[src/rtl/mem_port_arbiter.sv]
`default_nettype none
// ============================================================================
// Module   : mem_port_arbiter
// Purpose  : Shares one memory access port between instruction fetch (I) and
//            load/store data (D). A round-robin arbiter picks a requester in
//            IDLE, and the winner's command is latched. MR/MW are driven while
//            the port waits for ACK_N. A one-cycle DONE then goes to the owner.
//            If ACK_N never arrives, the transfer aborts with BUS_ERR.
// Ports    : CLK, RESET          - clock (rising edge), synchronous active-high reset
//            REQ_I, ADDR_I       - fetch request / address (read only)
//            REQ_D, WE_D,
//            ADDR_D, WDATA_D     - data request, store enable, address, store data
//            ACK_N               - memory acknowledge, active-low
//            MR, MW              - memory read / write strobes
//            ADDR_O, WDATA_O     - latched address / store data toward memory
//            GNT_I, GNT_D        - port ownership indicators
//            DONE_I, DONE_D      - one-cycle completion pulses
//            BUS_ERR             - one-cycle timeout pulse, coincident with DONE
//            ARB_STATE           - 0=IDLE, 1=ISSUE, 2=COMPLETE
// Revision : 1.0 - initial release
// ============================================================================
module mem_port_arbiter #(
    parameter int AW      = 32,
    parameter int DW      = 32,
    parameter int TIMEOUT = 16,
    parameter int TW      = 5
) (
    input  logic          CLK,
    input  logic          RESET,
    input  logic          REQ_I,
    input  logic [AW-1:0] ADDR_I,
    input  logic          REQ_D,
    input  logic          WE_D,
    input  logic [AW-1:0] ADDR_D,
    input  logic [DW-1:0] WDATA_D,
    input  logic          ACK_N,
    output logic          MR,
    output logic          MW,
    output logic [AW-1:0] ADDR_O,
    output logic [DW-1:0] WDATA_O,
    output logic          GNT_I,
    output logic          GNT_D,
    output logic          DONE_I,
    output logic          DONE_D,
    output logic          BUS_ERR,
    output logic [1:0]    ARB_STATE
);

    localparam logic [1:0]    c_ST_IDLE     = 2'd0;
    localparam logic [1:0]    c_ST_ISSUE    = 2'd1;
    localparam logic [1:0]    c_ST_COMPLETE = 2'd2;

    localparam logic          c_OWN_I       = 1'b0;
    localparam logic          c_OWN_D       = 1'b1;

    localparam logic [TW-1:0] c_CNT_LAST    = TW'(TIMEOUT - 1);
    localparam logic [TW-1:0] c_CNT_ONE     = {{(TW-1){1'b0}}, 1'b1};

    logic [1:0]    r_state;
    logic          r_owner;
    logic          r_we;
    logic [AW-1:0] r_addr;
    logic [DW-1:0] r_wdata;
    logic [TW-1:0] r_cnt;
    logic          r_err;
    logic          r_last;

    logic [1:0]    w_state_nxt;
    logic          w_grant;
    logic          w_win_d;
    logic          w_timeout;

    assign w_timeout = (r_cnt == c_CNT_LAST);

    // Next-state and arbitration decision
    always_comb begin
        w_state_nxt = r_state;
        w_grant     = 1'b0;
        w_win_d     = 1'b0;
        case (r_state)
            c_ST_IDLE: begin
                if (REQ_I || REQ_D) begin
                    w_grant     = 1'b1;
                    // On a tie the requester served less recently wins
                    if (REQ_I && REQ_D)
                        w_win_d = (r_last == c_OWN_I);
                    else
                        w_win_d = REQ_D;
                    w_state_nxt = c_ST_ISSUE;
                end
            end
            c_ST_ISSUE: begin
                if (!ACK_N || w_timeout)
                    w_state_nxt = c_ST_COMPLETE;
            end
            c_ST_COMPLETE: begin
                w_state_nxt = c_ST_IDLE;
            end
            default: begin
                w_state_nxt = c_ST_IDLE;
            end
        endcase
    end

    // Outputs decode registered state only, so REQ/ACK_N never reach them
    always_comb begin
        MR        = 1'b0;
        MW        = 1'b0;
        GNT_I     = 1'b0;
        GNT_D     = 1'b0;
        DONE_I    = 1'b0;
        DONE_D    = 1'b0;
        BUS_ERR   = 1'b0;
        ARB_STATE = r_state;
        ADDR_O    = r_addr;
        WDATA_O   = r_wdata;
        case (r_state)
            c_ST_ISSUE: begin
                MR    = ~r_we;
                MW    = r_we;
                GNT_I = (r_owner == c_OWN_I);
                GNT_D = (r_owner == c_OWN_D);
            end
            c_ST_COMPLETE: begin
                GNT_I   = (r_owner == c_OWN_I);
                GNT_D   = (r_owner == c_OWN_D);
                DONE_I  = (r_owner == c_OWN_I);
                DONE_D  = (r_owner == c_OWN_D);
                BUS_ERR = r_err;
            end
            default: begin
            end
        endcase
    end

    always_ff @(posedge CLK) begin
        if (RESET) begin
            r_state <= c_ST_IDLE;
            r_owner <= c_OWN_I;
            r_we    <= 1'b0;
            r_addr  <= '0;
            r_wdata <= '0;
            r_cnt   <= '0;
            r_err   <= 1'b0;
            r_last  <= c_OWN_I;
        end else begin
            r_state <= w_state_nxt;

            if (w_grant) begin
                r_owner <= w_win_d;
                r_we    <= w_win_d & WE_D;
                r_addr  <= w_win_d ? ADDR_D : ADDR_I;
                r_wdata <= w_win_d ? WDATA_D : '0;
                r_cnt   <= '0;
            end

            // An acknowledge in the last allowed cycle still counts as success
            if (r_state == c_ST_ISSUE) begin
                if (!ACK_N)
                    r_err <= 1'b0;
                else if (w_timeout)
                    r_err <= 1'b1;
                else
                    r_cnt <= r_cnt + c_CNT_ONE;
            end

            if (r_state == c_ST_COMPLETE)
                r_last <= r_owner;
        end
    end

endmodule
`default_nettype wire

[config.mk]
export PLATFORM = sky130hd
export DESIGN_NAME = mem_port_arbiter
export DESIGN_NICKNAME = d
export VERILOG_FILES = /design/src/rtl/mem_port_arbiter.sv
export SDC_FILE = /design/constraint.sdc
export NUM_CORES = 1
export LEC_CHECK = 0
export ABC_AREA = 1
export BUFFER_PORTS_ARGS = -buffer_cell sky130_fd_sc_hd__buf_2
export CAP_MARGIN = 20
export CORE_MARGIN = 2
export CORE_UTILIZATION = 40
export CTS_BUF_LIST = sky130_fd_sc_hd__clkbuf_8
export DETAILED_ROUTE_END_ITERATION = 6
export GPL_ROUTABILITY_DRIVEN = 0
export PLACE_DENSITY = 0.73
export SLEW_MARGIN = 15
export SYNTH_ARGS = -nofsm -noshare
export SYNTH_HDL_FRONTEND = slang
export SYNTH_SLANG_ARGS = --single-unit
[constraint.sdc]
create_clock -name CLK -period 1.7 [get_ports CLK]
set_input_delay 0.34 -clock CLK [delete_from_list [all_inputs] [get_ports CLK]]
set_output_delay 0.34 -clock CLK [all_outputs]
set_load 0.02 [all_outputs]
==> results of run 1 <==
==> registers in the layout, summed over array words and instances (netlist names) <==
name and flops:
r_cnt 5, WDATA_O 32, ARB_STATE 2, r_we 1, r_last 1, r_owner 1, ADDR_O 32, r_err 1
==> layer usage <==
metal | up-vias | share of wire | global-route usage
li1 | 1752 | - | -
met5 | - | 0 | 0
met4 | 0 | 0.013 | 0.06005
met3 | 12 | 0.073 | 0.04593
met1 | 1527 | 0.43 | 0.2292
met2 | 125 | 0.48 | 0.3647
==> cell families after synthesis <==
kind of cell / synth area share
fa+ha+maj: 0.01580
flops: 0.4739
buf+inv: 0.09795
compound gates: 0.1517
simple gates: 0.2607
==> area by class of cell <==
class,instances,area [sq um]
clock buffers,10,137.6
inverters,48,180.2
flip-flops and latches,75,1505
clock inverters,5,30.03
repair buffers,184,975.9
fillers,734,3319
multi-input cells,289,1411
well taps,102,127.6
==> worst max-delay path, cell delays in order (launching register included) <==
cell     delay (ps)
dfxtp_4         360
inv_2            60
ha_4            270
inv_1            30
nor2_1           80
buf_4           150
==> Yosys cell counts <==
| cell | count |
|---|---|
| clkbuf_1 | 10 |
| a21oi_1 | 42 |
| ha_1 | 4 |
| o21ai_0 | 5 |
| o211ai_1 | 32 |
| inv_1 | 46 |
| nor3_1 | 1 |
| buf_1 | 2 |
| nand4_1 | 2 |
| clkinv_1 | 1 |
| nor2_1 | 11 |
| buf_4 | 4 |
| nand3_1 | 40 |
| nand2_1 | 151 |
| dfxtp_1 | 75 |
| buf_2 | 11 |
| o21ai_1 | 1 |
| inv_2 | 1 |
==> what timing repair did <==
item | in CTS | in global routing
gates resized for setup | 4 | 8
pin swaps | 0 | 1
hold endpoints to repair | 0 | 0
setup endpoints to repair | 5 | 23
buffers inserted | 0 | 1
==> how the worst max path moves through the flow <==
stage | to | start | slack, ps
4_1_cts | GNT_I | ARB_STATE[1]$_SDFFE_PP0P_ | -20
2_1_floorplan | ADDR_O[12]$_SDFFE_PP0P_ | ARB_STATE[0]$_SDFFE_PP0P_ | 130
3_5_place_dp | ADDR_O[14]$_SDFFE_PP0P_ | ARB_STATE[1]$_SDFFE_PP0P_ | 130
6_report | GNT_I | ARB_STATE[1]$_SDFFE_PP0P_ | 70
5_1_grt | GNT_I | ARB_STATE[0]$_SDFFE_PP0P_ | -5
3_3_place_gp | ADDR_O[27]$_SDFFE_PP0P_ | ARB_STATE[1]$_SDFFE_PP0P_ | 200
==> through the flow <==
stage / area, sq um / hold slack, ps / utilization
6_report: 4368 / 243.1 / 0.5682
4_1_cts: 4320 / 220.4 / 0.5620
5_1_grt: 4368 / 234.6 / 0.5682
3_3_place_gp: 4144 / 447.8 / 0.5391
2_1_floorplan: 3168 / 438.1 / -
3_5_place_dp: 4144 / 451.7 / 0.5391
==> power by group through the flow <==
stage | logic [uW] | clock network (uW) | registers, uW
2_1_floorplan | 638 | 0 | 2330
3_3_place_gp | 1330 | 0 | 2100
3_5_place_dp | 1360 | 0 | 2100
4_1_cts | 1370 | 1250 | 2070
5_1_grt | 1530 | 1310 | 2100
6_report | 1380 | 1200 | 2070
==> impl_metrics.toml, run 1 <==
[run_status]
status = "finished, final reports clean"

[floorplanning]
die_x_microns = 93.00
initial_core_util = 0.4121
rows = 32
io_pins = 175
die_area_sq_um = 8648
coreArea_sq_um = 7687
fp.dieH_microns = 93.00

[run]
max-cap-violations = 0

[clock_tree]
clock-sinks = 75
postCtsHoldBufs = 0
root_buffer = "clkbuf_8"
worst_skew_pair.late_latency_ps = 340
cts_buffers = 9
htreeDepth = 3
cts.reportedPaths.clkPinSlew_ps = 80
clk_path_buf_depth = 2
cts_tree = "built"

[logic_synthesis]
synth_top_cell_area_share = 0.4739
syn_area_sq_um = 3168
seq_area_frac_synth = 0.4739
syn_inst = 439
synth.top_cells.by_area = "dfxtp_1, nand2_1, o211ai_1"
synth.avg_cell_area_sq_um = 7.216
yosysWarnings = 0
ys_seq_elements = 75
yosys.area.top_type = "dfxtp_1"
ys_types = 18
syn_nets = 545

[hold_path]
holdPathEnd = "WDATA_O[3]$_SDFFE_PP0P_"
hold_start = "WDATA_D[3]"
hold_depth = 3
hold_path_class = "in2reg"

[critical_path]
regToRegEndpoint = "ADDR_O[24]$_SDFFE_PP0P_"
reg2reg_depth = 9
endpoint_kind = "output pin"
worstPathRequired_ps = 1360
crit_type = "reg2out"
worstPathMaxFanout = 4
r2r_start = "ARB_STATE[1]$_SDFFE_PP0P_"
crit_arrival_ps = 1290
startpoint_type = "register"
rrSetupSlack_ps = 200

[layout]
fin_nets = 713
layout_common_cells = "buf_2, nand2_1, dfxtp_1, inv_1, a21oi_1"
drive_gt1_frac = 0.3421
syn_to_final_growth_pct = 37.88
final_cell_count_no_fill = 713
final_common_cell = "buf_2"
diodes = 0

[power_and_ir_drop]
seqPwrFrac = 0.444
p_switching_uw = 1629
p_per_area_nw_per_um2 = 1066
power.share.combinational = 0.297
ir_drop_v = 0.0005700
internal_power_uw = 3026
clkPwrFrac = 0.259
power.total_uw = 4655
power.share.switching = 0.3500
leakagePower_uw = 0.002331

[sta]
fmax_mhz = 612.0
skew_ps = 6.820
slew_headroom = 0.7286
setup_viol = 0
finalHoldViolCount = 0
finalMaxSlewViolations = 0
fin_crit_sh = 0.9612
final.min_clock_period_ps = 1634
fin_setup_tns_ps = 0
setup_ws_ps = 65.96
worst_pin_slew_ps = 407.0

[route]
ant_nets = 0
dr.pass1.iters = 4
wire_per_inst_microns = 12.15
via_per_inst = 4.791
vias = 3416
drt-total-wl_microns = 8660
detail_route.iter0.violations = 125
drcViolationCount = 0

[placed_design]
hpwl_microns = 6076
dp_cells = 697
dp_slack_ps = 125.4
io_buffer_count = 174

[global_route]
grt_max_degree = 65
grt_pass1_wl_microns = 13990
grt_overflow = 0
grt_use_total = 0.1989
antenna_found_initial = 0
grt_pass1_vias = 3200
No activity file was read; power rests on OpenSTA's default activity.
==> run 2, diff against run 1 <==
--- a/config.mk
+++ b/config.mk
@@ -9,11 +9,11 @@
 export BUFFER_PORTS_ARGS = -buffer_cell sky130_fd_sc_hd__buf_2
 export CAP_MARGIN = 20
 export CORE_MARGIN = 2
-export CORE_UTILIZATION = 40
+export CORE_UTILIZATION = 46
 export CTS_BUF_LIST = sky130_fd_sc_hd__clkbuf_8
 export DETAILED_ROUTE_END_ITERATION = 6
 export GPL_ROUTABILITY_DRIVEN = 0
-export PLACE_DENSITY = 0.73
+export PLACE_DENSITY = 0.82
 export SLEW_MARGIN = 15
 export SYNTH_ARGS = -nofsm -noshare
 export SYNTH_HDL_FRONTEND = slang
==> run 2 against run 1 <==
Wire length grew 0.58%; critical path type unchanged; die area decreased by 12%; largest cell class unchanged; clock power about the same; worst hold slack got worse by 1.8 ps; setup slack got worse by 24 ps; non-clock buffer count is 3 higher; combinational power is essentially flat; critical endpoint is now GNT_D.
==> impl_metrics.toml, run 2 (same netlist as run 1, synthesis figures left out) <==
[power_and_ir_drop]
leakagePower_uw = 0.002361
ir_drop_v = 0.0005779
power.total_uw = 4690
p_per_area_nw_per_um2 = 1072

[critical_path]
worstPathMaxFanout = 4
rrSetupSlack_ps = 130
reg2reg_depth = 9
critPathLaunch = "ARB_STATE[1]$_SDFFE_PP0P_"
crit_arrival_ps = 1320
regToRegEndpoint = "ADDR_O[11]$_SDFFE_PP0P_"
cp-endpoint = "GNT_D"
endpoint_kind = "output pin"
crit_type = "reg2out"
worstPathRequired_ps = 1360
startpoint_type = "register"
r2r_start = "ARB_STATE[1]$_SDFFE_PP0P_"

[floorplanning]
initial_core_util = 0.4715
die_area_sq_um = 7567
fp.dieH_microns = 86.99
rows = 30
io_pins = 175
coreArea_sq_um = 6719
die_x_microns = 86.99

[sta]
setup_viol = 0
hold_slack_ps = 241.4
rsz0062_at_grt = "true"
fin_crit_sh = 0.9752
fmax_mhz = 603.2
finalHoldViolCount = 0
final.min_clock_period_ps = 1658
finalMaxSlewViolations = 0
worst_pin_slew_ps = 369.4
slew_headroom = 0.7538
fin_setup_tns_ps = 0
skew_ps = 4.806

[clock_tree]
clk_path_buf_depth = 2
worst_skew_pair.late_latency_ps = 330
htreeDepth = 3
cts_tree = "built"
cts_buffers = 9
cts.reportedPaths.clkPinSlew_ps = 80
root_buffer = "clkbuf_8"
clock-sinks = 75

[layout]
fin_area_sq_um = 4375
fin_nets = 716
drive_gt1_frac = 0.3447
layout_common_cells = "buf_2, nand2_1, dfxtp_1, inv_1, a21oi_1"
syn_to_final_growth_pct = 38.11
diodes = 0
final_common_cell = "buf_2"

[global_route]
antenna_found_initial = 0
grt_max_degree = 57
grt_pass1_wl_microns = 13460
grt_use_total = 0.2222
grt_pass1_vias = 3193
grt_overflow = 0

[placed_design]
hpwl_microns = 6369
io_buffer_count = 174
place_area_sq_um = 4131

[run_status]
status = "finished, final reports clean"

[run]
max-cap-violations = 0

[route]
drt-total-wl_microns = 8710
drcViolationCount = 0
wire_per_inst_microns = 12.53
vias = 3423
dr.pass1.iters = 4
via_per_inst = 4.925
ant_nets = 0
detail_route.iter0.violations = 127

[hold_path]
hold_path_class = "in2reg"
hold_depth = 3
-- run 2: cell count changes in the layout (fill, tap and decap cells not counted), sizes merged --
cell | before | now
clkinvlp | 2 | 1
buf | 184 | 186
clkinv | 4 | 5
clkbuf | 10 | 12
-- run 2: how the worst min path moves through the flow --
stage                             from                  endpoint  slack, ps
2_1_floorplan      r_cnt[4]$_SDFF_PP0_       r_cnt[4]$_SDFF_PP0_        440
3_3_place_gp   WDATA_O[1]$_SDFFE_PP0P_   WDATA_O[1]$_SDFFE_PP0P_        450
3_5_place_dp        r_err$_SDFFE_PP0P_        r_err$_SDFFE_PP0P_        450
4_1_cts                    WDATA_D[18]  WDATA_O[18]$_SDFFE_PP0P_        230
5_1_grt                    WDATA_D[20]  WDATA_O[20]$_SDFFE_PP0P_        230
6_report                   WDATA_D[15]  WDATA_O[15]$_SDFFE_PP0P_        240
-- run 2: through the flow --
step	util	cells	setup WS (ps)
global placement	0.6149	677	216.3
CTS	0.6426	693	0.6979
global route	0.6512	695	-51.73
detailed placement	0.6149	677	112.3
finish	0.6512	695	42.12
floorplan	-	439	125.2
-- run 2: what timing repair did --
item / CTS / global route
setup endpoints to repair: 4 / 14
hold endpoints to repair: 0 / 0
gates cloned: 0 / 1
gates resized for setup: 4 / 8
hold buffers: 0 / 0
setup buffers: 0 / 1
pin swaps: 0 / 1
-- run 2: layer usage --
layer / global-route usage / up-vias / part of all wire
met5: 0 / - / 0
met4: 0.1037 / 0 / 0.014
met3: 0.05782 / 11 / 0.077
met2: 0.3921 / 126 / 0.48
met1: 0.2482 / 1526 / 0.43
li1: - / 1760 / -
-- run 2: critical path, stage by stage, from the launching register on --
cell and delay (ps):
dfxtp_4 370, inv_2 50, ha_1 300, nand2_1 70, inv_1 40, buf_4 150
-- run 2: power breakdown --
group	total (uW)	internal (uW)	leakage [uW]	switching, uW
Sequential	2070	1960	0.000619	111
Combinational	1400	527	0.00165	874
Clock	1220	599	0.0000949	618
Total	4690	3090	0.00236	1600
-- run 2: final cells by class --
class / instances / area, sq um
timing repair buffer: 187 / 1018
sequential: 75 / 1509
multi-input combinational: 289 / 1389
fill: 573 / 2344
clock inverter: 5 / 27.53
inverter: 48 / 180.2
clock buffer: 11 / 151.4
tap: 80 / 100.1
==> run 3, diff against run 2 <==
--- a/config.mk
+++ b/config.mk
@@ -13,6 +13,7 @@
 export CTS_BUF_LIST = sky130_fd_sc_hd__clkbuf_8
 export DETAILED_ROUTE_END_ITERATION = 6
 export GPL_ROUTABILITY_DRIVEN = 0
+export MAX_ROUTING_LAYER = met4
 export PLACE_DENSITY = 0.82
 export SLEW_MARGIN = 15
 export SYNTH_ARGS = -nofsm -noshare
==> run 3 against run 2 <==
Via count hardly changed; setup slack better by 3.0 ps; sequential power hardly changed; worst hold slack better by 1.2 ps; core utilization hardly changed; design area hardly changed; count of clock-buffer cells in the layout stayed put; clock power hardly changed; total power hardly changed; fmax is 0.18% higher; combinational power hardly changed.
==> impl_metrics.toml, run 3 (same netlist as run 1, synthesis figures left out) <==
[run_status]
status = "finished, final reports clean"

[critical_path]
endpoint_kind = "output pin"
startpoint_type = "register"
worstPathRequired_ps = 1360
worstPathMaxFanout = 4
critPathLaunch = "ARB_STATE[1]$_SDFFE_PP0P_"
crit_arrival_ps = 1310
crit_type = "reg2out"
r2r_start = "ARB_STATE[1]$_SDFFE_PP0P_"

[route]
detail_route.iter0.violations = 121
drcViolationCount = 0
vias = 3422
wire_per_inst_microns = 12.50
ant_nets = 0
drt-total-wl_microns = 8701
via_per_inst = 4.917
dr.pass1.iters = 4

[global_route]
grt_max_degree = 57
antenna_found_initial = 0
grt_pass1_vias = 3193
grt_pass1_wl_microns = 13470
grt_use_total = 0.2287
grt_overflow = 0

[power_and_ir_drop]
leakagePower_uw = 0.002361
p_per_area_nw_per_um2 = 1071
ir_drop_v = 0.0005786

[floorplanning]
io_pins = 175
initial_core_util = 0.4715
rows = 30
die_x_microns = 86.99
die_area_sq_um = 7567
fp.dieH_microns = 86.99
coreArea_sq_um = 6719

[clock_tree]
htreeDepth = 3
cts_tree = "built"
clk_path_buf_depth = 2
worst_skew_pair.late_latency_ps = 330
cts_buffers = 9
root_buffer = "clkbuf_8"
cts.reportedPaths.clkPinSlew_ps = 80
clock-sinks = 75

[layout]
drive_gt1_frac = 0.3447
layout_common_cells = "buf_2, nand2_1, dfxtp_1, inv_1, a21oi_1"
seq_area_sq_um = 1509
fin_nets = 716
multi_input_area_sq_um = 1389
fillers = 574
final_common_cell = "buf_2"
syn_to_final_growth_pct = 38.19

[sta]
hold_slack_ps = 242.6
fmax_mhz = 604.3
rsz0062_at_grt = "true"
finalHoldViolCount = 0
finalMaxSlewViolations = 0
slew_headroom = 0.7537
worst_pin_slew_ps = 369.5
final.min_clock_period_ps = 1655
setup_viol = 0
skew_ps = 5.035
fin_crit_sh = 0.9735
setup_ws_ps = 45.08

[hold_path]
hold_path_class = "in2reg"
hold_start = "WDATA_D[15]"

[placed_design]
hpwl_microns = 6369
io_buffer_count = 174
dp_slack_ps = 112.3

[run]
max-cap-violations = 0
## run 3: cell count changes in the layout (fill, tap and decap cells not counted)
| cell | change |
|---|---|
| diode_2 | +1 |
## run 3: area by class of cell
cell class / instances / area share
tap: 80 / 0.02286
timing repair buffer: 187 / 0.2326
clock inverter: 5 / 0.006288
clock buffer: 11 / 0.03458
antenna: 1 / 0.0005716
sequential: 75 / 0.3447
multi-input combinational: 289 / 0.3172
inverter: 48 / 0.04115
## run 3: path summary, 6_finish.rpt
path                            depth (start not counted)                        to  slack (ps)
worst max-delay path                                    5                     GNT_D          50
worst min-delay path                                    3  WDATA_O[15]$_SDFFE_PP0P_         240
worst max register to register                          9   ADDR_O[23]$_SDFFE_PP0P_         130
worst min register to register                          2  WDATA_O[21]$_SDFFE_PP0P_         460
## run 3: worst max-delay path, cell delays in order (launching register included)
cell	delay [ps]
dfxtp_4	370
inv_2	50
ha_1	300
nand2_1	70
inv_1	40
buf_4	150
## run 3: power by group
part | leakage (uW) | total (uW) | internal (uW) | switching [uW]
Combinational | 0.00165 | 1400 | 527 | 875
Sequential | 0.000619 | 2070 | 1960 | 111
Clock | 0.0000949 | 1220 | 599 | 618
## run 3: through the flow
step,util,instances,setup TNS (ps),power [uW],instance area (sq um)
after floorplan,-,439,0,2971,3168
after global placement,0.6149,677,0,3436,4131
after detailed placement,0.6149,677,0,3476,4131
after CTS,0.6426,693,0,4692,4318
after global routing,0.6512,695,-110.8,4948,4375
final,0.6516,696,0,4691,4378
## run 3: per-layer routing
metal	share of wire	global-route usage	up-vias	routed length (microns)
met5	0	-	-	0
met4	0.013	0.1051	0	117
met3	0.073	0.05024	11	631
met2	0.48	0.3921	136	4219
met1	0.43	0.2524	1516	3732
li1	-	-	1759	-
## run 3: timing repair
| action | CTS | global route |
|---|---|---|
| endpoints found under the setup margin | 4 | 14 |
| gates resized for setup | 4 | 8 |
| pin swaps | 0 | 1 |
| setup buffers | 0 | 1 |
| gates cloned | 0 | 1 |
| hold buffers | 0 | 0 |
